`src/rtl/mem_sram_ctrl.sv`:
```
// mem_sram_ctrl: 32-bit load/store bridge onto a 16-bit asynchronous SRAM using two half-word accesses.
// Optional feature: define LAST_READ_CACHE_EN for a one-entry buffer that holds the most recent load.
module mem_sram_ctrl #(
    parameter int unsigned WAIT_CYCLES = 1
) (
    input  logic        clk,
    input  logic        rst,
    input  logic        MEM_R_EN,
    input  logic        MEM_W_EN,
    input  logic [31:0] ALU_result,
    input  logic [31:0] ST_val,
    output logic        ready,
    output logic [31:0] read_data,
    output logic [17:0] SRAM_ADDR,
    output logic [15:0] SRAM_DQ_out,
    input  logic [15:0] SRAM_DQ_in,
    output logic        SRAM_DQ_oe,
    output logic        SRAM_WE_N
);

`ifdef LAST_READ_CACHE_EN
    localparam int unsigned WORD_W = 32;
`else
    localparam int unsigned WORD_W = 17;
`endif
    localparam logic [2:0] LAST_CNT = 3'(WAIT_CYCLES);

    typedef enum logic [1:0] {IDLE, LOW, HIGH, DONE} state_t;

    state_t              state_q, state_d;
    logic [2:0]          cnt_q, cnt_d;
    logic [WORD_W-1:0]   word_q, word_d;
    logic [31:0]         st_q, st_d;
    logic                wr_q, wr_d;
    logic [31:0]         read_data_q, read_data_d;
    logic [17:0]         sram_addr_q, sram_addr_d;
    logic [15:0]         sram_dq_out_q, sram_dq_out_d;
    logic                sram_dq_oe_q, sram_dq_oe_d;
    logic                sram_we_n_q, sram_we_n_d;
    logic                sram_active;
    logic                half_d;
    logic                req;
    logic [WORD_W-1:0]   in_word;

    assign req     = MEM_R_EN | MEM_W_EN;
    assign in_word = WORD_W'((ALU_result - 32'd1024) >> 2);

`ifdef LAST_READ_CACHE_EN
    logic        cache_valid_q, cache_valid_d;
    logic [31:0] cache_tag_q, cache_tag_d;
    logic [31:0] cache_data_q, cache_data_d;
    logic        load_hit;

    assign load_hit = MEM_R_EN && !MEM_W_EN && cache_valid_q && (cache_tag_q == in_word);
`endif

    // NOTE: every variable gets a default first so no branch can leave a latch behind.
    always_comb begin
        state_d     = state_q;
        cnt_d       = cnt_q;
        word_d      = word_q;
        st_d        = st_q;
        wr_d        = wr_q;
        read_data_d = read_data_q;
`ifdef LAST_READ_CACHE_EN
        cache_valid_d = cache_valid_q;
        cache_tag_d   = cache_tag_q;
        cache_data_d  = cache_data_q;
`endif
        case (state_q)
            IDLE: begin
                if (req) begin
                    word_d  = in_word;
                    st_d    = ST_val;
                    wr_d    = MEM_W_EN;
                    cnt_d   = '0;
                    state_d = LOW;
`ifdef LAST_READ_CACHE_EN
                    if (load_hit) begin
                        state_d     = DONE;
                        read_data_d = cache_data_q;
                    end
                    if (MEM_W_EN && cache_valid_q && (cache_tag_q == in_word)) begin
                        cache_data_d = ST_val;
                    end
`endif
                end
            end
            LOW: begin
                if (cnt_q == LAST_CNT) begin
                    state_d = HIGH;
                    cnt_d   = '0;
                    if (!wr_q) read_data_d[15:0] = SRAM_DQ_in;
                end else begin
                    cnt_d = cnt_q + 3'd1;
                end
            end
            HIGH: begin
                if (cnt_q == LAST_CNT) begin
                    state_d = DONE;
                    cnt_d   = '0;
                    if (!wr_q) begin
                        read_data_d[31:16] = SRAM_DQ_in;
`ifdef LAST_READ_CACHE_EN
                        cache_valid_d = 1'b1;
                        cache_tag_d   = word_q;
                        cache_data_d  = {SRAM_DQ_in, read_data_q[15:0]};
`endif
                    end
                end else begin
                    cnt_d = cnt_q + 3'd1;
                end
            end
            DONE: begin
                state_d = IDLE;
                cnt_d   = '0;
            end
        endcase

        // SRAM pins are registered, so they are computed from the state being entered.
        sram_active   = (state_d == LOW) || (state_d == HIGH);
        half_d        = (state_d == HIGH);
        sram_addr_d   = sram_active ? {word_d[16:0], half_d} : sram_addr_q;
        sram_dq_out_d = (sram_active && wr_d) ? (half_d ? st_d[31:16] : st_d[15:0]) : sram_dq_out_q;
        sram_dq_oe_d  = sram_active && wr_d;
        sram_we_n_d   = !(sram_active && wr_d && (cnt_d != LAST_CNT));
    end

    assign ready = ((state_q == IDLE) && !req) || (state_q == DONE);

    always_ff @(posedge clk or negedge rst) begin
        if (!rst) begin
            state_q       <= IDLE;
            cnt_q         <= '0;
            word_q        <= '0;
            st_q          <= '0;
            wr_q          <= 1'b0;
            read_data_q   <= '0;
            sram_addr_q   <= '0;
            sram_dq_out_q <= '0;
            sram_dq_oe_q  <= 1'b0;
            sram_we_n_q   <= 1'b1;
`ifdef LAST_READ_CACHE_EN
            cache_valid_q <= 1'b0;
`endif
        end else begin
            state_q       <= state_d;
            cnt_q         <= cnt_d;
            word_q        <= word_d;
            st_q          <= st_d;
            wr_q          <= wr_d;
            read_data_q   <= read_data_d;
            sram_addr_q   <= sram_addr_d;
            sram_dq_out_q <= sram_dq_out_d;
            sram_dq_oe_q  <= sram_dq_oe_d;
            sram_we_n_q   <= sram_we_n_d;
`ifdef LAST_READ_CACHE_EN
            cache_valid_q <= cache_valid_d;
`endif
        end
    end

`ifdef LAST_READ_CACHE_EN
    // NOTE: tag and data stay unreset storage; the reset valid bit alone keeps them from being used.
    always_ff @(posedge clk) begin
        cache_tag_q  <= cache_tag_d;
        cache_data_q <= cache_data_d;
    end
`endif

    assign read_data   = read_data_q;
    assign SRAM_ADDR   = sram_addr_q;
    assign SRAM_DQ_out = sram_dq_out_q;
    assign SRAM_DQ_oe  = sram_dq_oe_q;
    assign SRAM_WE_N   = sram_we_n_q;

endmodule

```
`config.mk`:
```
export PLATFORM = sky130hd
export DESIGN_NAME = mem_sram_ctrl
export DESIGN_NICKNAME = d
export VERILOG_FILES = /design/src/rtl/mem_sram_ctrl.sv
export SDC_FILE = /design/constraint.sdc
export NUM_CORES = 1
export LEC_CHECK = 0
export ABC_AREA = 1
export BUFFER_PORTS_ARGS = -buffer_cell sky130_fd_sc_hd__buf_2
export CAP_MARGIN = 20
export CORE_ASPECT_RATIO = 0.9
export CORE_MARGIN = 2
export CORE_UTILIZATION = 50
export CTS_CLUSTER_DIAMETER = 120
export DETAILED_ROUTE_END_ITERATION = 6
export PLACE_DENSITY = 0.86
export SLEW_MARGIN = 20
export SYNTH_ARGS = -nofsm -noshare
export SYNTH_HDL_FRONTEND = slang
export SYNTH_SLANG_ARGS = --single-unit
```
`constraint.sdc`:
```
create_clock -name clk -period 5.3 [get_ports clk]
set_input_delay 0.53 -clock clk [delete_from_list [all_inputs] [get_ports clk]]
set_output_delay 0.53 -clock clk [all_outputs]
set_load 0.02 [all_outputs]
```
Yosys cells after proc, flatten, opt, wreduce, memory -nomap -nowiden

Index checks and enable logic that the tools add are counted.

Logic and storage cells: 47
Output and inout port bits: 69
Register bits: 123

Reduce and logical (&&, ||, !) cells: 11
Equal/unequal tests: 7
Bitwise logic cells: 2
Multiplexer cells: 14
Add/subtract/negate cells: 2

Operators by type and width:

| cell                     | count |
|---|---|
| $mux W32                 | 2 |
| $mux W17                 | 2 |
| $sub A19 B11 Y19 const B | 1 |
| $mux W16                 | 1 |
| $pmux W3 S3              | 1 |
| $pmux W2 S4              | 1 |
| $eq A2 B2 Y1 const B     | 3 |
| $mux W2                  | 3 |
| $mux W3                  | 2 |
| $reduce_and A3 Y1        | 2 |
| $eq A2 B1 Y1 const B     | 2 |
| $add A3 B1 Y3 const B    | 1 |
| $eq A3 B1 Y1 const B     | 1 |
| $logic_and A1 B1 Y1      | 3 |
| $ne A3 B1 Y1 const B     | 1 |
| $logic_not A1 Y1         | 2 |
| $logic_not A2 Y1         | 1 |
| $logic_or A1 B1 Y1       | 2 |
| $mux W1                  | 2 |
| $reduce_or A2 Y1         | 1 |
| $not A1 Y1               | 1 |
| $or A1 B1 Y1             | 1 |

Logic depth before layout (Yosys ltp)

Gate-level depths: netlist of run 1.

Depth after elaboration: 8
Mapped depth: 12
Mapped depth without buffers: 10

Worst setup path before layout of run 1

Ideal clock, no wire load.

Path type: reg-to-reg
Start point: reg state_q[1]
End point: reg sram_addr_q[5] (netlist: SRAM_ADDR[5])
Arrival time: 1.987 ns
Slack: 3.231 ns
Required time: 5.218 ns
Clock period less this slack: 2.069 ns
Cell stages (with the launch flop): 13
Cell sequence: dfrtp_1 inv_1 ha_1 nand2_1 o21ai_0 nand2_1 nand2_1 ha_1 buf_2 inv_1 buf_2 nor2_1 a31oi_1

Longest elaborated chain between the ends: 4

Ends and longest elaborated chain:

| what                                         | RTL line | source |
|---|---|---|
| from (decl)                                  | 30       | `state_t state_q, state_d;` |
| from (signal assigned)                       | 147      | `state_q <= state_d;` |
| $eq A2 B2 Y1, or another cell as far along   | 70       | `case (state_q)` |
| $pmux W2 S4                                  | 70       |  |
| $eq A2 B1 Y1 or $eq A2 B2 Y1 (tied branches) | 121      | `sram_active = (state_d == LOW) \|\| (state_d == HIGH);` |
| $logic_or A1 B1 Y1                           | 121      |  |
| to (signal assigned)                         | 153      | `sram_addr_q <= sram_addr_d;` |
| to (decl)                                    | 36       | `logic [17:0] sram_addr_q, sram_addr_d;` |

Parallel ways exist; a longest one is shown, timed or not.
A chain may end at the register's enable or synchronous reset.

Worst setup path in the final report of run 1

Start point: reg state_q[1]
End point: reg sram_addr_q[4] (netlist: SRAM_ADDR[4])

Same word-level chain as after synthesis.

==> results.md, run 1 <==
- Die W: between 100 and 150 um
- Max stage delay cell, worst path: inv_1
- Share of layout cells above drive strength 1: between 20% and 30%
- Root buf cell: clkbuf_16
- Synth Area per Inst: between 8 and 9 um2
- Crit path time final: ~2.6 ns
- Worst Clk Skew: 0.00956 ns
- R2R setup slack: roughly 2.7 ns
- Final setup fails: 0
- Cell-internal power: slightly above 3 mW
- Post-synthesis cell count: 596
- Area contributors post-synth: dfrtp_1 58%, nand2_1 16%, o21ai_0 5.1%, inv_1 3.0%, nand3_1 3.0%
- Final setup TNS: 0 ns
- Post-Route WL: 12500 um
- Crit path top cell by count: inv_1
- Fin. max-slew vios: 0
- Hold Crit Class: input pin to asynchronous set/reset pin
- DPL Wire Length: approximately 8000 um
- Syn Nets: slightly below 700
- IO buf count: 137
- Congestion Overflow GR: 0
- Initial antenna violation count: 0
- Syn Std Cell Area: 5250 um2
- Asr flop ratio synth: 100%
- Clock group share of total power: about a quarter
- # clock sinks: about 120
- Sw power: approximately 2.3 mW
- Hold buffers post-CTS: 0
- Rows: 35
- NumNets Final: around 820
- Final Hold Fails: 0
- H-tree Lvls: 4
- Seq cells post-synth: 123
- Seq/Total Area, Yosys: about three fifths
- Iter 0 DRT Violations: 267
- First-pass GRT wire length: about 20000 um
- GR Util All Layers: between 20 and 25%
- Worst reg2reg path endpoint: SRAM_ADDR[4]
- CP Launch Type: register
- Reg2reg start: state_q[1]
- Post-synth EDFFs: 0
- Largest net degree at the start of global routing: 65
- CP Max Fanout: 30
- Post-cts resize count: 0
- Cell Chain, Critical Path: inv_1 > ha_1 > inv_1 > o21ai_0 > nand2_1 > ha_2 > buf_4 > inv_1 > nor2_1 > a31oi_1
- DR WL/cell: about 14 um
- DR pass1 iterations: 5
- Synth Warn #: 0
- Crit path capture type: register
- WS Path Type: register to register
- Clock buffer depth: 2
- CP required: roughly 5.6 ns
- Final ANT Viol Nets: 0
- Clock-pin slew on the worst setup and hold paths: roughly 0.05 ns
- Sw Ratio: between 40% and 50%
- Placement Cell Area: 5960 um2
- DRC Markers: 0
- Area of the core: approximately 10000 um2
- Worst slew pin tran: ~0.80 ns
- TritonCTS clock tree: built
- Vias: approximately 4500
- Num CTS Buffers: 17
- Reg power frac: approximately 30%
- Power Density: 820 nW/um2
- Yosys top cell by area: dfrtp_1
- Final Util: between 60 and 70%
- Gpl congestion: between 0.8 and 0.9
- Comb pwr share: between 40% and 50%
- Routed vias/inst: just over 5
- Final instance area: 6630 um2
- Fillers: 834
- Ports: between 150 and 200
- WP buf/inv: 4
- Status: finished, final reports clean
- FMAX: 0.378 GHz
- RSZ-0062 raised after global routing: false
- Worst rel slew slack: about 47%
- Die Span Y: about 100 um
- Critical path's top delay family: buffers and inverters
- Post-synth cell types: 30
- Synth Flop Type: dfrtp_1
- Starting Density: roughly half
- CP peak stage delay: 0.43 ns
- Ant diodes: 0
- Share of the synthesized area in the top cell type: between 50% and 60%
- Setup Buffers After CTS: 0
- Clk_lat worst skew: 0.41 ns
- Arr. time, crit path: between 2 and 3 ns
- Maximum vdd drop: 0.000572 V
- Max-cap violations: 0
- Die area: about 11000 um2
- R2R cell count: 10
- Vias in the first global route: ~4400
- Period utilisation layout: between 40 and 50%
- Area Overhead vs Synth: 26.3%
- Leak Pwr: roughly 3.6 nW
metrics by stage:
stage                     power (mW)  std cells  worst slack (ns)  hold WS, ns
after floorplan                 3.47        596              3.23        0.234
final                           5.44        870              2.66        0.176
after global routing            5.81        870              2.46        0.233
after detailed placement        4.12        838              2.60        0.453
after CTS                       5.47        870              2.67        0.210
after global placement          3.99        838              2.61        0.449
synth_stat cells, types with 3 or more instances:
master / count
nand3_1: 31
nand2_1: 221
inv_1: 42
buf_2: 10
dfrtp_1: 122
ha_1: 7
clkbuf_1: 7
or2_2: 6
a31oi_1: 8
buf_4: 4
buf_6: 5
o21ai_1: 21
o21ai_0: 54
nor2_1: 35
a21oi_1: 3
registers in the layout, summed over array words and instances (netlist names):
register,count
SRAM_WE_N,1
st_q,32
SRAM_ADDR,18
SRAM_DQ_oe,1
cnt_q,3
wr_q,1
SRAM_DQ_out,16
read_data,32
word_q,17
state_q,2
cells by family after synthesis:
logic type / share of synthesized area (%)
adder cells (fa/ha/maj): 1.67
buffers and inverters: 6.48
AND/OR/NAND/NOR: 23.8
AO/OA/AOI/OAI: 9.41
flip-flops: 58.6
metal layers:
layer	part of all wire [%]	routed length (um)	GRT usage, %
met1	44	5430	27.7
met2	49	6060	37.9
met3	6.7	830	5.98
met4	1.2	150	9.29
met5	0	0	0
layout make-up:
| type | count | area, um2 | share of cell area (%) |
|---|---|---|---|
| Clock inverter | 11 | 215 | 3.24 |
| Inverter | 46 | 178 | 2.68 |
| Tap cell | 129 | 161 | 2.43 |
| Timing Repair Buffer | 139 | 703 | 10.6 |
| Sequential cell | 123 | 3080 | 46.4 |
| Multi-Input combinational cell | 401 | 1840 | 27.7 |
| Clock buffer | 21 | 460 | 6.94 |
cell usage in the layout, fill, tap and decap left out:
cell type and instances:
or2_2 6, o21ai_4 1, clkinvlp_4 1, and2_1 2, a31oi_2 1, nor3_1 1
inv_4 2, clkbuf_1 2, a21oi_1 3, nand3_1 31, clkbuf_16 17, nor2_1 35
dfrtp_1 122, nor3_4 1, ha_2 1, a31oi_1 8, a21o_1 1, clkbuf_8 2
inv_2 2, o21ai_1 21, dfstp_2 1, nand2_2 1, clkinv_4 2, buf_2 136
ha_1 6, inv_1 42, nand3_2 2, bufinv_16 6, nand3b_1 1, clkinv_2 2
nand2_4 1, buf_4 3, o21ai_0 54, nand2_1 221, o21ai_2 2, nor2_8 1
power by group through the flow:
stage	logic [mW]	registers, mW	clock network, mW
after global routing	2.76	1.68	1.37
after floorplan	1.54	1.93	0
after detailed placement	2.47	1.64	0
after global placement	2.38	1.62	0
after CTS	2.50	1.63	1.33
final	2.49	1.64	1.31
how the worst max path moves through the flow:
stage	startpoint	to	slack, ns	cells after the start
2_1_floorplan	state_q[1]	SRAM_ADDR[5]	3.23	12
3_3_place_gp	MEM_W_EN	SRAM_DQ_out[9]	2.61	10
3_5_place_dp	MEM_W_EN	SRAM_ADDR[4]	2.60	11
4_1_cts	state_q[1]	SRAM_ADDR[4]	2.67	11
5_1_grt	state_q[1]	SRAM_ADDR[4]	2.46	10
6_report	state_q[1]	SRAM_ADDR[4]	2.66	10
Power figures use the tool's default switching activity.
==> inputs of run 2 (changes only) <==
--- a/config.mk
+++ b/config.mk
@@ -10,10 +10,10 @@
 export CAP_MARGIN = 20
 export CORE_ASPECT_RATIO = 0.9
 export CORE_MARGIN = 2
-export CORE_UTILIZATION = 50
+export CORE_UTILIZATION = 47
 export CTS_CLUSTER_DIAMETER = 120
 export DETAILED_ROUTE_END_ITERATION = 6
-export PLACE_DENSITY = 0.86
+export PLACE_DENSITY = 0.85
 export SLEW_MARGIN = 20
 export SYNTH_ARGS = -nofsm -noshare
 export SYNTH_HDL_FRONTEND = slang
==> constraint.sdc (replaced) <==
create_clock -name clk -period 2.2 [get_ports clk]
set_input_delay 0.22 -clock clk [delete_from_list [all_inputs] [get_ports clk]]
set_output_delay 0.22 -clock clk [all_outputs]
set_load 0.02 [all_outputs]
==> results.md, run 2 (synthesis gave the netlist of run 1 again) <==
- Gpl congestion: 0.775 (-6.4%)
- DPL Wire Length: 8020 um (about the same)
- CP peak stage delay: 0.43 ns (about the same)
- Die W: 115 um (+3.0%)
- Die area: 12000 um2 (+6.1%)
- NumNets Final: 831 (+1.5%)
- Reg2reg start: state_q[1]
- Clk_lat worst skew: 0.40 ns (about the same)
- Ports: 153 (unchanged)
- DR pass1 iterations: 5 (unchanged)
- Vias: 4403 (-2.1%)
- Critical path's top delay family: adder cells
- Final ANT Viol Nets: 0 (unchanged)
- Starting Density: 48.4% (-2.9 points)
- Sw Ratio: 42.2% (-0.78 points)
- RSZ-0062 raised after global routing: false
- Area of the core: 10900 um2 (+5.9%)
- WHS Path Cells: 3
- Rows: 36 (+2.9%)
- # clock sinks: 123 (unchanged)
- IO buf count: 137 (unchanged)
- Commonest non-fill, non-tap cell in the layout: nand2_1
- Iter 0 DRT Violations: 273 (+2.2%)
- TritonCTS clock tree: built
- Crit path capture type: register
- FMAX: 0.488 GHz (+29%)
- DR WL/cell: 13.1 um (-8.3%)
- Routed vias/inst: 4.87 (-5.8%)
- Most frequent cells in the layout: 221 x nand2_1, 136 x buf_2, 122 x dfrtp_1
- First-pass GRT wire length: 19500 um (-3.6%)
- Clock-pin slew on the worst setup and hold paths: 0.05 ns (about the same)
- Final Hold Fails: 0 (unchanged)
- Root buf cell: clkbuf_16
- Reg power frac: 29.2% (-0.9 points)
- Cell-internal power: 7.75 mW (+150%)
- Period utilisation layout: 93.1% (+43 points)
- Status: finished, final reports clean
- WP buf/inv: 3 (-1)
- Power Density: 1970 nW/um2 (+140%)
- Sw power: 5.65 mW (+140%)
- Min-delay src: ST_val[11]
- Worst Clk Skew: 0.0107 ns (+0.00115 ns)
- Final setup fails: 0 (unchanged)
- Maximum vdd drop: 0.000924 V (+61%)
- Leak Pwr: 3.65 nW (+1.5%)
- GR Util All Layers: 20.4% (-1.9 points)
- Max-cap violations: 0 (unchanged)
- Hold endpoint: st_q[11]
- Fin. max-slew vios: 0 (unchanged)
- Clock buffer depth: 2 (unchanged)
- Final setup TNS: 0 ns (unchanged)
- R2R setup slack: 0.15 ns (-2.50 ns)
- DRC Markers: 0 (unchanged)
- Post-Route WL: 11900 um (-4.7%)
- R2R cell count: 9 (-1)
- CP Launch Type: register
- Congestion Overflow GR: 0 (unchanged)
- Arr. time, crit path: 2.33 ns (-0.57 ns)
- Hold Slack: 0.0359 ns (-0.141 ns)
- Area Overhead vs Synth: 29.1%
- Largest net degree at the start of global routing: 124 (+91%)
- Initial antenna violation count: 0 (unchanged)
- Num CTS Buffers: 17 (unchanged)
- Vias in the first global route: 4231 (-3.6%)
- Worst rel slew slack: 56.3% (+9.3 points)
- CP Max Fanout: 20 (-33%)
- Clock group share of total power: 21.5% (-2.7 points)
- Worst reg2reg path endpoint: SRAM_DQ_out[12]
- Comb pwr share: 49.3% (+3.5 points)
- Die Span Y: 104 um (+3.0%)
- Cell Chain, Critical Path: inv_1 > ha_1 > inv_1 > o21ai_0 > nand2_1 > ha_4 > buf_6 > o21ai_0 > o21ai_1
- Final Util: 62.5% (-2.2 points)
- Worst Setup SP: state_q[1]
- WS Path Type: register to register
- Hold Crit Class: input pin to register
- Worst slew pin tran: 0.655 ns (-0.140 ns)
- Crit path time final: 2.05 ns (-0.595 ns)
- H-tree Lvls: 4 (unchanged)
- CP required: 2.48 ns (-3.07 ns)
- Max stage delay cell, worst path: dfrtp_1
- Ant diodes: 0 (unchanged)
- Share of layout cells above drive strength 1: 27.1% (+1.4 points)
-- run 2: power groups by stage --
| stage | registers, mW | clock network [mW] | logic (mW) |
|---|---|---|---|
| finish | 3.91 | 2.88 | 6.61 |
| CTS | 3.91 | 2.93 | 6.44 |
| detailed placement | 3.93 | 0 | 6.41 |
| floorplan | 4.65 | 0 | 3.71 |
| global route | 4.03 | 3.04 | 7.37 |
| global placement | 3.90 | 0 | 6.19 |
-- run 2: per-layer routing --
| metal | GRT usage, % | up-vias | wire length [um] |
|---|---|---|---|
| li1 | - | 2175 | - |
| met1 | 26.9 | 2054 | 5380 |
| met2 | 31.7 | 161 | 5470 |
| met3 | 5.89 | 13 | 902 |
| met4 | 8.18 | 0 | 131 |
| met5 | 0 | - | 0 |
-- run 2: cell type report --
cell class              instances  area [um2]
flip-flops and latches        123        3080
fillers                       898        4070
well taps                     152         190
inverters                      46         178
repair buffers                150         855
multi-input cells             402        1860
clock buffers                  25         515
clock inverters                 6         108
-- run 2: worst max path at each step --
stage / to / slack, ns / depth (start not counted)
3_5_place_dp: SRAM_DQ_out[7] / 0.05 / 10
2_1_floorplan: SRAM_ADDR[7] / 0.13 / 12
6_report: SRAM_DQ_out[12] / 0.15 / 9
5_1_grt: SRAM_DQ_out[12] / 0.05 / 9
3_3_place_gp: SRAM_DQ_out[7] / 0.13 / 10
4_1_cts: SRAM_DQ_out[12] / 0.02 / 10
-- run 2: what timing repair did --
item / 4_1_cts / 5_1_grt
endpoints found under the setup margin: 0 / 34
hold buffers: 1 / 0
resized for setup: 0 / 6
endpoints found under the hold margin: 122 / 0
setup buffers: 0 / 1
-- run 2: through the flow --
step           area (um2)  setup WS [ns]  power [mW]  cells
2_1_floorplan        5250          0.131        8.36    596
3_3_place_gp         6110          0.134        10.1    870
3_5_place_dp         6110         0.0498        10.3    870
4_1_cts              6750         0.0206        13.3    902
5_1_grt              6790         0.0459        14.4    904
6_report             6790          0.151        13.4    904
-- run 2: worst register-to-register path, delay by kind of cell (launching register included) --
kind,cells,cell delay [ns]
buffers and inverters,3,0.36
DFF,1,0.43
AOI/OAI and AO/OA,3,0.48
and+or+nand+nor,1,0.15
adders and majority gates,2,0.53
